$ cat src/rtl/rx_frame_sequencer.sv
`default_nettype none
// ============================================================================
//  Module      : rx_frame_sequencer
//  Description : Oversampled serial frame receiver. It takes a start bit,
//                DATA_BITS data bits (LSB first) and one stop bit. It keeps
//                one holding register with a valid/ready handshake, and it
//                pulses frame_err and overrun for one cycle each.
//  Revision    : 1.0 - initial release
// ============================================================================
module rx_frame_sequencer #(
    parameter int OSR       = 4,   // clocks per serial bit, even and >= 2
    parameter int DATA_BITS = 4    // data bits per frame, 1..16
) (
    input  logic                 clk,
    input  logic                 rstn,
    input  logic                 rx_en,
    input  logic                 rx_data,
    input  logic                 out_ready,
    output logic [DATA_BITS-1:0] out_data,
    output logic                 out_valid,
    output logic                 frame_err,
    output logic                 overrun,
    output logic                 busy
);

    localparam int c_CW = $clog2(OSR);
    localparam int c_BW = $clog2(DATA_BITS + 1);

    // Sample points: mid start bit, then once per bit period.
    localparam logic [c_CW-1:0] c_HALF_LAST = c_CW'(OSR / 2 - 1);
    localparam logic [c_CW-1:0] c_BIT_LAST  = c_CW'(OSR - 1);
    localparam logic [c_BW-1:0] c_WORD_LAST = c_BW'(DATA_BITS - 1);

    typedef enum logic [1:0] {
        ST_IDLE  = 2'd0,
        ST_START = 2'd1,
        ST_DATA  = 2'd2,
        ST_STOP  = 2'd3
    } state_t;

    state_t               r_state;
    state_t               w_state_next;
    logic [c_CW-1:0]      r_clk_cnt;
    logic [c_CW-1:0]      w_clk_cnt_next;
    logic [c_BW-1:0]      r_bit_cnt;
    logic [c_BW-1:0]      w_bit_cnt_next;
    logic [DATA_BITS-1:0] r_shift;
    logic [DATA_BITS-1:0] w_shift_in;
    logic                 w_shift_en;
    logic                 w_stop_sample;
    logic                 w_good;
    logic                 w_bad;

    // New bits enter at the MSB side, so the first received bit ends in bit 0.
    generate
        if (DATA_BITS == 1) begin : g_shift_single
            assign w_shift_in = rx_data;
        end else begin : g_shift_multi
            assign w_shift_in = {rx_data, r_shift[DATA_BITS-1:1]};
        end
    endgenerate

    // State, counter and shift-register update.
    always_ff @(posedge clk or negedge rstn) begin
        if (!rstn) begin
            r_state   <= ST_IDLE;
            r_clk_cnt <= '0;
            r_bit_cnt <= '0;
            r_shift   <= '0;
        end else begin
            r_state   <= w_state_next;
            r_clk_cnt <= w_clk_cnt_next;
            r_bit_cnt <= w_bit_cnt_next;
            if (w_shift_en) begin
                r_shift <= w_shift_in;
            end
        end
    end

    // Next state and sampling strobes. Dropping rx_en wins over a sample.
    always_comb begin
        w_state_next   = r_state;
        w_clk_cnt_next = r_clk_cnt + c_CW'(1);
        w_bit_cnt_next = r_bit_cnt;
        w_shift_en     = 1'b0;
        w_stop_sample  = 1'b0;
        case (r_state)
            ST_IDLE: begin
                w_clk_cnt_next = '0;
                if (rx_en && !rx_data) begin
                    w_state_next = ST_START;
                end
            end
            ST_START: begin
                if (!rx_en) begin
                    w_state_next   = ST_IDLE;
                    w_clk_cnt_next = '0;
                end else if (r_clk_cnt == c_HALF_LAST) begin
                    // A line that is back high at mid-bit is only a glitch.
                    w_state_next   = rx_data ? ST_IDLE : ST_DATA;
                    w_clk_cnt_next = '0;
                    w_bit_cnt_next = '0;
                end
            end
            ST_DATA: begin
                if (!rx_en) begin
                    w_state_next   = ST_IDLE;
                    w_clk_cnt_next = '0;
                end else if (r_clk_cnt == c_BIT_LAST) begin
                    w_shift_en     = 1'b1;
                    w_clk_cnt_next = '0;
                    w_bit_cnt_next = r_bit_cnt + c_BW'(1);
                    if (r_bit_cnt == c_WORD_LAST) begin
                        w_state_next = ST_STOP;
                    end
                end
            end
            ST_STOP: begin
                if (!rx_en) begin
                    w_state_next   = ST_IDLE;
                    w_clk_cnt_next = '0;
                end else if (r_clk_cnt == c_BIT_LAST) begin
                    w_stop_sample  = 1'b1;
                    w_state_next   = ST_IDLE;
                    w_clk_cnt_next = '0;
                end
            end
            default: begin
                w_state_next   = ST_IDLE;
                w_clk_cnt_next = '0;
            end
        endcase
    end

    assign w_good = w_stop_sample && rx_data;
    assign w_bad  = w_stop_sample && !rx_data;

    // Holding register, handshake and one-cycle status pulses.
    always_ff @(posedge clk or negedge rstn) begin
        if (!rstn) begin
            out_data  <= '0;
            out_valid <= 1'b0;
            frame_err <= 1'b0;
            overrun   <= 1'b0;
        end else begin
            frame_err <= w_bad;
            overrun   <= w_good && out_valid && !out_ready;
            if (w_good && (!out_valid || out_ready)) begin
                out_data  <= r_shift;
                out_valid <= 1'b1;
            end else if (out_valid && out_ready) begin
                out_valid <= 1'b0;
            end
        end
    end

    assign busy = (r_state != ST_IDLE);

endmodule
`default_nettype wire

$ cat config.mk
export PLATFORM = sky130hd
export DESIGN_NAME = rx_frame_sequencer
export DESIGN_NICKNAME = d
export VERILOG_FILES = /design/src/rtl/rx_frame_sequencer.sv
export SDC_FILE = /design/constraint.sdc
export NUM_CORES = 1
export LEC_CHECK = 0
export ABC_AREA = 1
export CAP_MARGIN = 10
export CORE_UTILIZATION = 47
export DETAILED_ROUTE_END_ITERATION = 8
export PLACE_DENSITY = 0.81
export SYNTH_ARGS = -nofsm -noshare
export SYNTH_HDL_FRONTEND = slang
export SYNTH_SLANG_ARGS = --single-unit
$ cat constraint.sdc
create_clock -name clk -period 1.5 [get_ports clk]
set_clock_uncertainty 0.15 [all_clocks]
set_input_delay 0.15 -clock clk [delete_from_list [all_inputs] [get_ports clk]]
set_output_delay 0.15 -clock clk [all_outputs]
set_load 0.005 [all_outputs]
Yosys cells after proc, flatten, opt, wreduce, memory -nomap -nowiden
Cells that the tools add are included.
Storage, ports and cells
  output and inout bits: 8
  word-level logic and storage cells: 69
  flip-flop bits (word level): 18
Cells by class
  muxes and demuxes: 26
  equal/unequal tests: 15
  reduce and logical (&&, ||, !) cells: 18
  $add $sub $neg: 2
Operator list (count)
  $mux 2: 13
  $mux 3: 4
  $ne 3x3->1 const B: 4
  $ne 2x2->1 const B: 5
  $reduce_and 5->1: 2
  $pmux 2 s4: 1
  $logic_and 1x1->1: 7
  $eq 2x2->1 const B: 3
  $mux 1: 6
  $pmux 2 s3: 1
  $pmux 3 s2: 1
  $reduce_bool 2->1: 3
  $eq 2x1->1 const B: 2
  $add 3x1->3 const B: 1
  $eq 3x2->1 const B: 1
  $logic_not 1->1: 3
  $add 2x1->2 const B: 1
  $logic_not 2->1: 1
  $reduce_or 2->1: 1
  $logic_or 1x1->1: 1

Logic depth before layout (Yosys ltp)
  word-level depth: 7
  depth in mapped cells: 8
  mapped depth without buffers: 8

Worst setup path before layout
No wires, ideal clock.
  kind: register to register
  start point: register r_clk_cnt[0]
  end point: register out_data[0]
  stages on the path, launching flop included: 7
  required time: 1.233 ns
  clock period less this slack: 1.421 ns
  data arrival time: 1.154 ns
  slack: 0.079 ns
  cells stage by stage: dfrtp_1 ha_1 inv_1 nor3_4 nand3_1 nand2_1 nand2_1
On the way
  word-level cells in the longest chain between the ends: 6
RTL lines
  from (decl): RTL line 43  | logic [c_CW-1:0] r_clk_cnt;
  from (signal assigned): RTL line 72  | r_clk_cnt <= w_clk_cnt_next;
  $eq 2x2->1: RTL line 122  | end else if (r_clk_cnt == c_BIT_LAST) begin
  $mux 1: RTL line 122
  $mux 1: RTL line 119  | if (!rx_en) begin
  $mux 1: RTL line 87  | case (r_state)
  $logic_and 1x1->1: RTL line 135  | assign w_good = w_stop_sample && rx_data;
  $logic_and 1x1->1: RTL line 148  | if (w_good && (!out_valid || out_ready)) begin
  to (signal assigned): RTL line 149  | out_data <= r_shift;
  to (decl): RTL line 19  | output logic [DATA_BITS-1:0] out_data,
Every way passes these cells.
A chain may end at the register's enable or synchronous reset.

Final worst setup path
  start point: register r_clk_cnt[0]
  end point: register r_state[0]
On the way
  word-level cells in the longest chain between the ends: 3
  elaborated cells on any way between the ends: 6
  classes of those cells: eq/ne (5); reduce/logical (1)
RTL lines
  $eq 2x2->1 or $eq 2x1->1 (tied branches): RTL line 109, 122, 98
  $ne 3x3->1 (no source line)
  $reduce_and 5->1 (no source line) (*)
  to (signal assigned): RTL line 71  | r_state <= w_state_next;
  to (decl): RTL line 41  | state_t r_state;
Every way passes the cells marked *; elsewhere a longest branch is shown, timed or not.

==> out/results.tsv <==
stage	metric	value	unit
grt	grt_remaining_overflow	0	
setup_path	r2r_end	r_state[0]$_DFFE_PN0P_	
final_layout	multi_input_area	428	um^2
yosys	synthesis.area	905	um^2
detailed_routing	wirelength	1980	um
yosys	synth_seq_area_share	49.8	%
die	coreArea	1760	um^2
clocking	insertion_delay	290	ps
clocking	cts_buffers	3	
final_layout	diodes	0	
placed_design	dp_hpwl	1420	um
setup_path	crit_start	r_clk_cnt[0]$_DFF_PN0_	
grt	grt_pass1_vias	816	
yosys	synth.distinct_cells	17	
grt	grt_first_pass_wirelength	3210	um
setup_path	endpoint	r_state[0]$_DFFE_PN0P_	
die	die_h	45.9	um
die	initial_utilization	51.3	%
setup_path	cp.required	1540	ps
clocking	htreeDepth	1	
die	dieWidth	45.9	um
grt	grt_max_degree	19	
power_and_ir_drop	powerDensity	1120	nW/um^2
power_and_ir_drop	vdd_drop_max	0.745	mV
final_layout	final-seq-area	452	um^2
yosys	ys_ff_latch	18	
setup_path	cp_max_fo	3	
timing	fmax	0.673	GHz
placed_design	pre_cts_slack	-30.7	ps
setup_path	r2r_slack	10	ps
placed_design	gp_congestion	0.827	
clocking	clkTransAtPathRegs	100	ps
yosys	syn_nets	122	
die	rows	15	
detailed_routing	drc	0	
grt	grt_antenna_before_repair	0	
clocking	clock-sinks	18	
setup_path	start_kind	flip-flop	
hold_path	hold_class	primary input to asynchronous set/reset pin	
power_and_ir_drop	p_leak	0.687	nW
timing	fin_crit	1490	ps
detailed_routing	wire_per_inst	11.8	um
die	die_area	2100	um^2
clocking	root_buffer	clkbuf_4	
detailed_routing	ant_nets	0	
clocking	cts_tree	built	
timing	setup_tns	0	ps
timing	post-route-period-util	99.1	%
timing	maxSlewHeadroom	82.5	%
yosys	avgSynthCellArea	8.08	um^2
run	max_cap_viol_count	0	
final_layout	nFillCells	124	
detailed_routing	drtIter0Drc	28	
final_layout	mostFrequentLayoutCell	nand2_1	
timing	rsz0062_at_grt	yes	
setup_path	end_kind	flip-flop	
timing	fin_ws	13.1	ps
yosys	synth_cells	112	
setup_path	r2r_cells	8	
timing	hold_violations	0	
yosys	synth_warnings	0	
detailed_routing	num_vias	825	
timing	tightest_slew	260	ps
setup_path	cp_data_arrival_time	1530	ps
run_status	status	completed	
clocking	clk_path_buf_depth	2	
grt	grt_usage	21.7	%
detailed_routing	vias_per_cell	4.94	
placed_design	io_buffer_count	12	
setup_path	reg2reg_from	r_clk_cnt[0]$_DFF_PN0_	
timing	setup_viol_count_final	0	
setup_path	critical_path_class	flip-flop to flip-flop	
timing	timing.hold.ws	28.2	ps
detailed_routing	dr.pass1.iters	4	
timing	slew_violations	0	
final_layout	drive_gt1_share	23.2	%
final_layout	nets	153	
die	ios	13	
final_layout	most-common-layout-cells	nand2_1 (32), dfrtp_1 (17), buf_4 (16)	
final_layout	syn_to_final_growth	37.8	%
[flip-flops by register name (all words and copies together), names as in the netlist]
register,cells
r_state,2
r_bit_cnt,3
r_shift,4
out_valid,1
out_data,4
overrun,1
r_clk_cnt,2
frame_err,1
[layer usage]
| layer | wire [um] | vias up | share of wire [%] | global-route usage (%) |
|---|---|---|---|---|
| met4 | 27 | 0 | 1.4 | 9.41 |
| met3 | 73 | 4 | 3.7 | 4.76 |
| met2 | 984 | 26 | 50 | 37.7 |
| met5 | 0 | - | 0 | 0 |
| li1 | - | 418 | - | - |
| met1 | 889 | 377 | 45 | 25.2 |
[cell usage after synthesis (all sizes together)]
library cell	count	area share, %
nand3	8	4.4
nand2	36	15
o21ai	4	2.6
ha	5	6.9
dfrtp	18	50
a21oi	3	1.7
nor2	14	5.8
nand4	5	3.5
buf	1	0.83
nor3	2	2.4
nor4	1	0.69
clkbuf	1	0.41
inv	14	5.8
[report_power, final]
part / internal [mW] / switching (mW)
Combinational: 0.223 / 0.305
Clock: 0.148 / 0.145
Sequential: 0.531 / 0.0383
Total: 0.902 / 0.488
[repair_timing]
item | in CTS | in global routing
hold buffers | 0 | 0
setup endpoints to repair | 1 | 16
gates resized for setup | 3 | 13
pin swaps | 0 | 1
setup buffers | 2 | 4
[how the worst min path moves through the flow]
stage                            startpoint                       to  slack (ps)  cells after the start
finish                                 rstn      frame_err$_DFF_PN0_          30                      2
global placement    out_data[1]$_DFFE_PN0P_  out_data[1]$_DFFE_PN0P_         310                      2
CTS                                    rstn    out_valid$_DFFE_PN0P_          30                      2
floorplan                              rstn      frame_err$_DFF_PN0_        -300                      0
global route                           rstn        overrun$_DFF_PN0_          50                      2
detailed placement  out_data[2]$_DFFE_PN0P_  out_data[2]$_DFFE_PN0P_         320                      2
[kinds of logic after synthesis]
family | after synthesis | synth area share [%]
DFF | 18 | 49.8
and+or+nand+nor | 66 | 32.0
adders and majority gates | 5 | 6.92
AOI/OAI and AO/OA | 7 | 4.29
buffers and inverters | 16 | 7.05
[metrics by stage]
stage,area (um^2),cells,power [mW],utilization (%)
detailed placement,1120,157,1.02,63.5
finish,1250,167,1.39,70.6
global placement,1120,157,1.01,63.5
global route,1250,167,1.49,70.6
floorplan,905,112,0.840,-
CTS,1170,163,1.36,66.5
[layout make-up]
type / instances / share of cell area [%]
Inverter: 14 / 4.42
Multi-Input combinational cell: 78 / 34.3
Clock buffer: 4 / 2.91
Sequential cell: 18 / 36.2
Timing Repair Buffer: 28 / 19.6
Tap cell: 25 / 2.51
[critical path: stages, from the launching register on]
cell and delay [ps]:
dfrtp_1 420, buf_4 150, ha_1 220, inv_1 70, nand2_1 60, nor2_1 140
nor2_1 70, nand3_1 60, nand2_1 50
No activity file was read; power rests on OpenSTA's default activity.
